[config.mk]
export PLATFORM = sky130hd
export DESIGN_NAME = axi_eth_txgen
export DESIGN_NICKNAME = d
export VERILOG_FILES = /design/src/rtl/axi_eth_pkg.sv /design/src/rtl/axi_eth_txgen_beat.sv /design/src/rtl/axi_eth_txgen.sv
export SDC_FILE = /design/constraint.sdc
export NUM_CORES = 1
export LEC_CHECK = 0
export BUFFER_PORTS_ARGS = -buffer_cell sky130_fd_sc_hd__buf_2
export CORE_ASPECT_RATIO = 0.5
export CORE_UTILIZATION = 45
export CTS_CLUSTER_DIAMETER = 200
export DETAILED_ROUTE_END_ITERATION = 12
export PLACE_DENSITY = 0.75
export SYNTH_ARGS = -nofsm -noshare
export SYNTH_HDL_FRONTEND = slang
export SYNTH_HIERARCHICAL = 1
export SYNTH_SLANG_ARGS = --single-unit
[constraint.sdc]
create_clock -name mm2s_clk -period 9.49 [get_ports mm2s_clk]
set_clock_uncertainty 0.1 [all_clocks]
set_input_delay 0.4745 -clock mm2s_clk [delete_from_list [all_inputs] [get_ports mm2s_clk]]
set_output_delay 0.4745 -clock mm2s_clk [all_outputs]
set_load 0.02 [all_outputs]
[src/rtl/axi_eth_pkg.sv]
// Shared encodings and helpers for the AXI Ethernet TX traffic generator.
// AXI_ETH_TXGEN_PRBS_EN adds the PRBS-31 payload helpers.
package axi_eth_pkg;
    typedef enum logic [1:0] {
        ST_IDLE = 2'd0,
        ST_CTRL = 2'd1,
        ST_DATA = 2'd2,
        ST_GAP  = 2'd3
    } txgen_state_e;

    localparam logic [31:0] TXC_FLAG_NORMAL = 32'hA000_0000;
    localparam int          TXC_WORDS       = 6;
    localparam logic [13:0] ETH_HDR_LEN     = 14'd14;
    localparam int          BEAT_W          = 11;

    function automatic logic [13:0] clamp_len(input logic [13:0] len, input logic [13:0] max_len);
        if (len < ETH_HDR_LEN) return ETH_HDR_LEN;
        if (len > max_len) return max_len;
        return len;
    endfunction

`ifdef AXI_ETH_TXGEN_PRBS_EN
    localparam logic [30:0] PRBS_SEED = 31'h7FFF_FFFF;

    // Fibonacci x^31+x^28+1; bit k of a beat is the k-th generated bit.
    function automatic logic [63:0] prbs_bits(input logic [30:0] s);
        logic [30:0] st;
        logic        nb;
        logic [63:0] r;
        st = s;
        r  = '0;
        for (int k = 0; k < 64; k++) begin
            nb    = st[30] ^ st[27];
            st    = {st[29:0], nb};
            r[k]  = nb;
        end
        return r;
    endfunction

    function automatic logic [30:0] prbs_advance(input logic [30:0] s);
        logic [30:0] st;
        st = s;
        for (int k = 0; k < 64; k++) st = {st[29:0], st[30] ^ st[27]};
        return st;
    endfunction
`endif
endpackage

[src/rtl/axi_eth_txgen_beat.sv]
// Combinational builder for one 64-bit txd beat: MAC header, length field, payload.
// AXI_ETH_TXGEN_PRBS_EN selects PRBS payload instead of the incrementing pattern.
module axi_eth_txgen_beat
    import axi_eth_pkg::*;
#(
    parameter logic [47:0] C_DST_MAC = 48'hFFFF_FFFF_FFFF,
    parameter logic [47:0] C_SRC_MAC = 48'h000A_3500_0001
) (
    input  logic [BEAT_W-1:0] beat_idx,
    input  logic [13:0]       len,
`ifdef AXI_ETH_TXGEN_PRBS_EN
    input  logic [30:0]       lfsr,
`else
    input  logic [7:0]        seq,
`endif
    output logic [63:0]       tdata,
    output logic [7:0]        tkeep,
    output logic              last
);
    localparam logic [95:0] HDR = {C_DST_MAC, C_SRC_MAC};

    logic [13:0]       len_field;
    logic [14:0]       len_up;
    logic [11:0]       nbeats;
    logic [BEAT_W-1:0] last_idx;

    assign len_field = len - ETH_HDR_LEN;
    assign len_up    = {1'b0, len} + 15'd7;
    assign nbeats    = len_up[14:3];
    assign last_idx  = BEAT_W'(nbeats - 12'd1);
    assign last      = (beat_idx == last_idx);

    always_comb begin
        tkeep = 8'hFF;
        if (last && (len[2:0] != 3'd0)) tkeep = 8'hFF >> (4'd8 - {1'b0, len[2:0]});
    end

`ifdef AXI_ETH_TXGEN_PRBS_EN
    logic [63:0] prbs_w;
    assign prbs_w = prbs_bits(lfsr);
`endif

    for (genvar n = 0; n < 8; n++) begin : g_lane
        logic [13:0] idx;
        logic [7:0]  pay;
        logic [7:0]  byte_v;

        assign idx = {beat_idx, 3'(n)};
`ifdef AXI_ETH_TXGEN_PRBS_EN
        assign pay = prbs_w[8*n +: 8];
`else
        assign pay = seq + idx[7:0] - 8'd14;
`endif
        always_comb begin
            if (idx < 14'd12)       byte_v = HDR[8*(11 - int'(idx[3:0])) +: 8];
            else if (idx == 14'd12) byte_v = {2'b00, len_field[13:8]};
            else if (idx == 14'd13) byte_v = len_field[7:0];
            else                    byte_v = pay;
        end
        // bytes past the frame end are driven as zero
        assign tdata[8*n +: 8] = tkeep[n] ? byte_v : 8'h00;
    end
endmodule

[src/rtl/axi_eth_txgen.sv]
// Line-rate TX traffic source driving the AXI Ethernet txc/txd streams in place of the DMA.
// Define AXI_ETH_TXGEN_PRBS_EN for PRBS-31 payload; default is an incrementing byte pattern.
module axi_eth_txgen
    import axi_eth_pkg::*;
#(
    parameter logic [47:0] C_DST_MAC = 48'hFFFF_FFFF_FFFF,
    parameter logic [47:0] C_SRC_MAC = 48'h000A_3500_0001,
    parameter int          C_MAX_LEN = 9018,
    parameter int          C_IFG     = 4
) (
    input  logic        mm2s_clk,
    input  logic        mm2s_resetn,
    input  logic        start,
    input  logic        stop,
    input  logic [13:0] frame_len,
    input  logic [15:0] frame_cnt,
    output logic        busy,
    output logic        done,
    output logic [31:0] frames_sent,
    output logic [31:0] txc_tdata,
    output logic [3:0]  txc_tkeep,
    output logic        txc_tvalid,
    output logic        txc_tlast,
    input  logic        txc_tready,
    output logic [63:0] txd_tdata,
    output logic [7:0]  txd_tkeep,
    output logic        txd_tvalid,
    output logic        txd_tlast,
    input  logic        txd_tready,
    output logic [3:0]  txgen_fsm_dbg
);
    localparam int               GAP_W    = (C_IFG > 1) ? $clog2(C_IFG) : 1;
    localparam logic [GAP_W-1:0] GAP_LAST = GAP_W'((C_IFG > 0) ? C_IFG - 1 : 0);
    localparam logic [13:0]      MAX_LEN  = 14'(C_MAX_LEN);

    txgen_state_e      state_q, state_d;
    logic              busy_q, busy_d, done_q, done_d;
    logic              stop_req_q, stop_req_d, cont_q, cont_d;
    logic [31:0]       frames_sent_q, frames_sent_d;
    logic [15:0]       remaining_q, remaining_d;
    logic [2:0]        word_q, word_d;
    logic [BEAT_W-1:0] beat_q, beat_d;
    logic [GAP_W-1:0]  gap_q, gap_d;
    logic [13:0]       len_q, len_d;
    logic              txc_hs, txd_hs, run_start, frame_done, enter_ctrl;
    logic [63:0]       beat_data;
    logic [7:0]        beat_keep;
    logic              beat_last;

    assign txc_tvalid    = (state_q == ST_CTRL);
    assign txc_tdata     = (txc_tvalid && word_q == 3'd0) ? TXC_FLAG_NORMAL : 32'h0;
    assign txc_tkeep     = txc_tvalid ? 4'hF : 4'h0;
    assign txc_tlast     = txc_tvalid && (word_q == 3'(TXC_WORDS - 1));
    assign txd_tvalid    = (state_q == ST_DATA);
    assign txd_tdata     = txd_tvalid ? beat_data : 64'h0;
    assign txd_tkeep     = txd_tvalid ? beat_keep : 8'h0;
    assign txd_tlast     = txd_tvalid & beat_last;
    assign txc_hs        = txc_tvalid & txc_tready;
    assign txd_hs        = txd_tvalid & txd_tready;
    assign run_start     = (state_q == ST_IDLE) & start;
    assign busy          = busy_q;
    assign done          = done_q;
    assign frames_sent   = frames_sent_q;
    assign txgen_fsm_dbg = {2'b00, state_q};

    always_comb begin
        state_d       = state_q;
        busy_d        = busy_q;
        done_d        = 1'b0;
        stop_req_d    = stop_req_q;
        cont_d        = cont_q;
        frames_sent_d = frames_sent_q;
        remaining_d   = remaining_q;
        word_d        = word_q;
        beat_d        = beat_q;
        gap_d         = gap_q;
        len_d         = len_q;
        frame_done    = 1'b0;
        enter_ctrl    = 1'b0;
        case (state_q)
            ST_IDLE: if (start) begin
                busy_d      = 1'b1;
                cont_d      = (frame_cnt == 16'd0);
                remaining_d = frame_cnt;
                stop_req_d  = stop;
                enter_ctrl  = 1'b1;
            end
            ST_CTRL: if (txc_hs) begin
                if (word_q == 3'(TXC_WORDS - 1)) state_d = ST_DATA;
                else word_d = word_q + 3'd1;
            end
            ST_DATA: if (txd_hs) begin
                beat_d = beat_q + 1'b1;
                if (beat_last) begin
                    beat_d        = '0;
                    frames_sent_d = frames_sent_q + 32'd1;
                    if (!cont_q) remaining_d = remaining_q - 16'd1;
                    if (C_IFG == 0) frame_done = 1'b1;
                    else begin
                        state_d = ST_GAP;
                        gap_d   = '0;
                    end
                end
            end
            ST_GAP: begin
                if (gap_q == GAP_LAST) frame_done = 1'b1;
                else gap_d = gap_q + 1'b1;
            end
            default: state_d = ST_IDLE;
        endcase
        // a stop seen at any point of the run ends it after the current frame
        if (stop && busy_q) stop_req_d = 1'b1;
        if (frame_done) begin
            if (stop || stop_req_q || (!cont_q && remaining_d == 16'd0)) begin
                state_d    = ST_IDLE;
                busy_d     = 1'b0;
                done_d     = 1'b1;
                stop_req_d = 1'b0;
            end else begin
                enter_ctrl = 1'b1;
            end
        end
        if (enter_ctrl) begin
            state_d = ST_CTRL;
            word_d  = '0;
            len_d   = clamp_len(frame_len, MAX_LEN);
        end
    end

    always_ff @(posedge mm2s_clk or negedge mm2s_resetn) begin
        if (!mm2s_resetn) begin
            state_q       <= ST_IDLE;
            busy_q        <= 1'b0;
            done_q        <= 1'b0;
            stop_req_q    <= 1'b0;
            cont_q        <= 1'b0;
            frames_sent_q <= '0;
            remaining_q   <= '0;
            word_q        <= '0;
            beat_q        <= '0;
            gap_q         <= '0;
            len_q         <= '0;
        end else begin
            state_q       <= state_d;
            busy_q        <= busy_d;
            done_q        <= done_d;
            stop_req_q    <= stop_req_d;
            cont_q        <= cont_d;
            frames_sent_q <= frames_sent_d;
            remaining_q   <= remaining_d;
            word_q        <= word_d;
            beat_q        <= beat_d;
            gap_q         <= gap_d;
            len_q         <= len_d;
        end
    end

`ifdef AXI_ETH_TXGEN_PRBS_EN
    logic [30:0] lfsr_q, lfsr_d;

    always_comb begin
        lfsr_d = lfsr_q;
        if (run_start) lfsr_d = PRBS_SEED;
        else if (txd_hs) lfsr_d = prbs_advance(lfsr_q);
    end

    always_ff @(posedge mm2s_clk or negedge mm2s_resetn) begin
        if (!mm2s_resetn) lfsr_q <= PRBS_SEED;
        else              lfsr_q <= lfsr_d;
    end
`else
    logic [7:0] seq_q, seq_d;

    // seq follows frames_sent at CTRL entry, including the increment of a frame ending this cycle
    always_comb begin
        seq_d = seq_q;
        if (enter_ctrl) seq_d = frames_sent_d[7:0];
    end

    always_ff @(posedge mm2s_clk or negedge mm2s_resetn) begin
        if (!mm2s_resetn) seq_q <= '0;
        else              seq_q <= seq_d;
    end
`endif

    axi_eth_txgen_beat #(
        .C_DST_MAC (C_DST_MAC),
        .C_SRC_MAC (C_SRC_MAC)
    ) u_beat (
        .beat_idx (beat_q),
        .len      (len_q),
`ifdef AXI_ETH_TXGEN_PRBS_EN
        .lfsr     (lfsr_q),
`else
        .seq      (seq_q),
`endif
        .tdata    (beat_data),
        .tkeep    (beat_keep),
        .last     (beat_last)
    );
endmodule

Word-level counts from Yosys, hierarchy flattened
Cells that the tools add are included.
Storage, ports and cells
  word-level logic and storage cells: 174
  register bits: 92
  output and inout port bits: 150
  input bits: 36
Cells by class
  multiplexer cells: 74
  equal/unequal tests: 11
  $add $sub $neg: 33
  $lt $le $gt $ge: 10
  shift operators: 9
  bitwise logic cells: 3
  reductions and logical operators: 21
Operators by type and width (count)
  variable part select 96 x 32 -> 8 bit, first input constant: 8
  two-way mux 8 bit: 23
  < comparator 14 x 4 -> 1 bit, second input constant: 9
  adder 8 bit: 8
  two-way mux 16 bit: 4
  two-way mux 64 bit: 1
  subtractor 8 x 4 -> 8 bit, second input constant: 8
  two-way mux 14 bit: 4
  subtractor 4 x 4 -> 5 bit, first input constant: 8
  adder 32 x 1 -> 32 bit, second input constant: 1
  logical NOT 16 bit: 2
  two-way mux 32 bit: 1
  case mux 16 bit (2 select lines): 1
  two-way mux 1 bit: 22
  two-way mux 2 bit: 10
  subtractor 16 x 1 -> 16 bit, second input constant: 1
  adder 14 x 3 -> 14 bit, second input constant: 1
  greater-than comparator 14 bit, second input constant: 1
  subtractor 14 x 4 -> 14 bit, second input constant: 1
  two-way mux 3 bit: 4
  adder 11 x 1 -> 11 bit, second input constant: 1
  equality test 11 x 1 -> 1 bit, second input constant: 1
  equality test 11 bit: 1
  two-way mux 11 bit: 1
  23 further kinds: 39

Logic depth before layout (Yosys ltp)
  word-level depth: 16
  gate-level depth with buffers: 24
  gate-level depth less buffers: 21

By module
The synthesis kept the hierarchy.
By module, submodules not included
  axi_eth_txgen: cells each 584, instances 1, area an instance 5675.4 µm², seq. area each 2302.2 µm²
  axi_eth_txgen_beat: cells each 444, instances 1, area an instance 3042.9 µm², seq. area each 0.0 µm²

Least setup slack after synthesis
OpenSTA, ideal clock, no wires.
  path type: register to register
  from: register len_q[1]
  to: register len_q[0]
  setup time: 0.125 ns
  clock period less this slack: 5.284 ns
  arrival time: 5.059 ns
  stages on the path, launching flop included: 24
  required time: 9.265 ns
  buffers on the path: 3
  path slack: 4.206 ns
  cells stage by stage: dfrtp_1 inv_1 ha_1 a21bo_2 xnor2_1 ha_1 clkbuf_1 nand2_1 nor3_1 a21o_1 nand3_1 xnor2_1 a21oi_2 nor4_1 and4b_1 buf_2 nand4_1 nor4_1 o221ai_1 nor4_1 and3_4 a31oi_4 buf_8 mux2_4
Between the ends
  longest elaborated chain between the ends: 11
Ends and longest elaborated chain
  start, declared: RTL line axi_eth_txgen.sv:44  | logic [13:0] len_q, len_d;
  start signal, assigned: RTL line axi_eth_txgen.sv:154  | len_q <= len_d;
  adder 14 x 3 -> 14 bit: RTL line axi_eth_txgen_beat.sv:28  | assign len_up = {1'b0, len} + 15'd7;
  subtractor 11 x 1 -> 11 bit: RTL line axi_eth_txgen_beat.sv:30  | assign last_idx = BEAT_W'(nbeats - 12'd1);
  equality test 11 bit: RTL line axi_eth_txgen_beat.sv:31  | assign last = (beat_idx == last_idx);
  via beat_last: RTL line axi_eth_txgen.sv:48  | logic beat_last;
  two-way mux 16 bit: RTL line axi_eth_txgen.sv:94  | if (beat_last) begin
  two-way mux 16 bit: RTL line axi_eth_txgen.sv:92  | ST_DATA: if (txd_hs) begin
  case mux 16 bit (2 select lines): RTL line axi_eth_txgen.sv:80  | case (state_q)
  via remaining_d[14]: RTL line axi_eth_txgen.sv:40  | logic [15:0] remaining_q, remaining_d;
  logical NOT 16 bit: RTL line axi_eth_txgen.sv:114  | if (stop || stop_req_q || (!cont_q && remaining_d == 16'd0)) begin
  logical AND 1 bit: RTL line axi_eth_txgen.sv:114
  logical OR 1 bit: RTL line axi_eth_txgen.sv:114
  two-way mux 1 bit: RTL line axi_eth_txgen.sv:114
  two-way mux 1 bit: RTL line axi_eth_txgen.sv:113  | if (frame_done) begin
The timed path passes the listed nets, and every way through them passes these cells.
A chain may end at the register's enable or synchronous reset.

Worst setup path after layout
  from: register len_q[1]
  to: register seq_q[2]
Between the ends
  longest elaborated chain between the ends: 11
  elaborated cells on any way between the ends: 14
  those cells by class: add/sub: 2; eq/ne: 1; mux: 8; reduce/logical: 3
Ends and longest elaborated chain
  adder 14 x 3 -> 14 bit: RTL line axi_eth_txgen_beat.sv:28
  subtractor 11 x 1 -> 11 bit: RTL line axi_eth_txgen_beat.sv:30
  equality test 11 bit: RTL line axi_eth_txgen_beat.sv:31
  via beat_last: RTL line axi_eth_txgen.sv:48
  two-way mux 16 bit: RTL line axi_eth_txgen.sv:94
  two-way mux 16 bit: RTL line axi_eth_txgen.sv:92
  case mux 16 bit (2 select lines): RTL line axi_eth_txgen.sv:80
  via remaining_d[15]: RTL line axi_eth_txgen.sv:40
  logical NOT 16 bit: RTL line axi_eth_txgen.sv:114
  logical AND 1 bit: RTL line axi_eth_txgen.sv:114
  logical OR 1 bit: RTL line axi_eth_txgen.sv:114
  two-way mux 1 bit: RTL line axi_eth_txgen.sv:114
  two-way mux 1 bit: RTL line axi_eth_txgen.sv:113
  end signal, assigned: RTL line axi_eth_txgen.sv:182  | else seq_q <= seq_d;
  end, declared: RTL line axi_eth_txgen.sv:172  | logic [7:0] seq_q, seq_d;
The timed path passes the listed nets, and every way through them passes these cells.

==> results.yml <==
floorplan:
  die_area_um2: 20000
  core-area_um2: 18700
  fp.dieH_um: 100
  die-width_um: 199
  start_util_pct: 46.6
  pin_count: 186
  row_count: 35
clock_tree:
  clk_pin_slew_ns: 0.07
  cts_setup_buffers: 0
  cts_resized: 0
  cts_made_buffers: 9
  cts.root.buffer_cell: "clkbuf_16"
  cts_tree: "done"
  holdBufCountCts: 1
  clock_path_buffers: 2
  cts_sinks: 92
  cts_max_level: 3
  worstSkewPairLatency_ns: 0.35
synthesis:
  synth_async_sr_flop_share_pct: 100
  ys_seq_area_share_pct: 26.4
  synth_area_um2: 8720
  synth_edf_count: 0
  ys_types: 87
  yosys-top-cells-count: "92 x dfrtp_1, 91 x nor2_1, 77 x and2_1"
  synthTopCellsByArea: "dfrtp_1 26%, xnor2_1 7.0%, ha_1 5.6%"
  syn_area_per_cell_um2: 8.48
  ys.flop_type: "dfrtp_1"
  yosysMostFrequentCell: "dfrtp_1"
  yosys_warnings: 6
  ys_ff_latch: 92
  synthCells: 1028
  netlist.area_leader.share_pct: 26.4
  synth_largest_area_cell: "dfrtp_1"
place:
  hpwl_um: 18400
  place_inst: 1391
  preCtsSetupSlack_ns: 3.28
  routabilityCongestion: 0.915
  numPortBuffers: 153
  dpl-instance-area_um2: 9460
global_route:
  grt_overflow_total: 0
  grt_pass1_wl_um: 38200
  grt_antenna_before_repair: 1
  grt_usage_pct: 24.1
  grt_pass1_vias: 7141
  grt_max_degree: 101
routing:
  final_antenna_net_count: 0
  vias: 7796
  avgViaCountPerCell: 5.54
  drc_errors: 0
  drt-initial-drc-count: 715
  wl_per_cell_um: 17.1
  dr.pass1.iters: 5
  routed_wirelength_um: 24000
sta:
  whs_ns: 0.321
  worst_pin_slew_ns: 1.22
  fmax_ghz: 0.159
  finalHoldViolCount: 0
  slew_viol_final: 0
  fin_setup_tns_ns: 0
  period_minus_slack_ns: 6.30
  period_share_pct: 66.4
  timing.slew.headroom_pct: 18.4
  worst_slack_ns: 3.19
  rsz0062_at_grt: "false"
  setup_viol: 0
setup_path:
  reg2reg_slack_ns: 3.19
  slowest_delay_ns: 0.77
  arrival_ns: 6.43
  critPathKind: "flop to flop"
  crit_chain: "inv_1 -> ha_1 -> a21bo_2 -> xnor2_1 -> ha_1 -> nand2_1 -> nor3_1 -> a21o_1 -> mux2i_1 -> xnor2_1 -> nand2_1 -> nor4_1 -> buf_4 -> nor2b_1 -> nand3_1 -> or4_1 -> nand4_1 -> nor4_1 -> and3_4 -> a31oi_4 -> mux2_2"
  cp.required_ns: 9.62
  worst-path-buf-inv: 2
  end_kind: "flop"
  slowest_stage: "a31oi_4"
  worstPathMaxFanout: 22
  start_kind: "flop"
  cp_top_family: "simple AND/OR/NAND/NOR gates"
cells_and_area:
  final_area_um2: 9770
  area_delta_synth_final_pct: 12.0
  utilization_pct: 52.2
  layoutNonFillerInstCount: 1408
  diodes: 0
  layout-drive-gt1-share_pct: 20.5
  fin_nets: 1224
flow_run:
  max-cap-violations: 0
worst_hold_path:
  hold_class: "primary input to flop"
run_status:
  status: "complete, no violations"
pwr:
  p_leak_nw: 4.58
  p_total_mw: 2.16
  max-vdd-ir-drop_v: 0.000123
  pwr_density_cell_nw_per_um2: 221
-- kinds of logic after synthesis --
family,share of synthesized area (%)
AND/OR/NAND/NOR,26.9
AO/OA/AOI/OAI,14.2
buffers and inverters,8.32
XOR/XNOR,12.0
flip-flops,26.4
adder cells (fa/ha/maj),6.75
multiplexers,5.34
other,0.0430
-- cell type report --
class / instances / area, um^2
Fill cell: 1801 / 8930
Multi-Input combinational cell: 824 / 5810
Sequential cell: 92 / 2300
Timing Repair Buffer: 158 / 808
Tap cell: 259 / 324
Clock buffer: 9 / 225
Inverter: 59 / 221
Clock inverter: 7 / 75.1
-- registers in the layout, summed over array words and instances, names as in the netlist, 2 cells and up --
| name | flops |
|---|---|
| seq_q | 8 |
| state_q | 2 |
| gap_q | 2 |
| len_q | 14 |
| frames_sent | 32 |
| beat_q | 11 |
| word_q | 3 |
| remaining_q | 16 |
-- final timing paths --
| kind | cells past startpoint | start | endpoint |
|---|---|---|---|
| max in group asynchronous | 3 | mm2s_resetn | state_q[1]$_DFF_PN0_ |
| min in group asynchronous | 2 | mm2s_resetn | remaining_q[6]$_DFF_PN0_ |
| worst max-delay path | 21 | len_q[1]$_DFFE_PN0N_ | seq_q[2]$_DFFE_PN0N_ |
| worst min-delay path | 3 | stop | done$_DFF_PN0_ |
| worst min register to register | 1 | frames_sent[31]$_DFFE_PN0P_ | frames_sent[31]$_DFFE_PN0P_ |
| worst max register to register | 21 | len_q[1]$_DFFE_PN0N_ | seq_q[2]$_DFFE_PN0N_ |
-- where the power goes --
group	switching, mW	internal (mW)
combinational	0.698	0.456
sequential	0.171	0.465
clock	0.159	0.206
total	1.03	1.13
-- layer usage --
layer / track usage [%] / wire [um] / up-vias
met3: 4.10 / 1540 / 32
li1: - / - / 3734
met4: 5.68 / 281 / 2
met2: 39.0 / 11000 / 314
met5: 0 / 13 / -
met1: 33.5 / 11200 / 3714
-- cells in the final DEF, fill, tap and decap left out, types with 4 or more instances in the layout --
cell type and count:
a211oi_1 10, dfrtp_1 92, or3_1 5, o21ai_0 21, o211ai_1 5, buf_2 152
o22ai_1 4, nor2_1 90, conb_1 32, nand2b_1 11, nor4_4 8, a221oi_1 6
mux2i_1 9, clkbuf_16 9, nor4_1 15, inv_1 56, ha_1 38, and4_1 4
a22o_1 7, a21o_1 10, mux2_4 13, a31oi_1 12, buf_4 5, nand2_1 72
a22oi_1 11, nand4_1 12, nor2b_1 5, and2_1 77, xor2_1 48, a21oi_1 54
nor3_1 32, xnor2_1 70, and3_1 18, nand3_1 35, fa_1 5, mux2_2 16
-- worst reg2reg max path, cell delays in order, from the launching register on --
cell and delay, ns:
dfrtp_1 0.42, inv_1 0.14, ha_1 0.26, a21bo_2 0.23, xnor2_1 0.24, ha_1 0.36
nand2_1 0.10, nor3_1 0.16, a21o_1 0.25, mux2i_1 0.12, xnor2_1 0.56, nand2_1 0.12
nor4_1 0.19, buf_4 0.21, nor2b_1 0.19, nand3_1 0.35, or4_1 0.62, nand4_1 0.11
nor4_1 0.07, and3_4 0.23, a31oi_4 0.77, mux2_2 0.42
No activity file was read; power rests on OpenSTA's default activity.
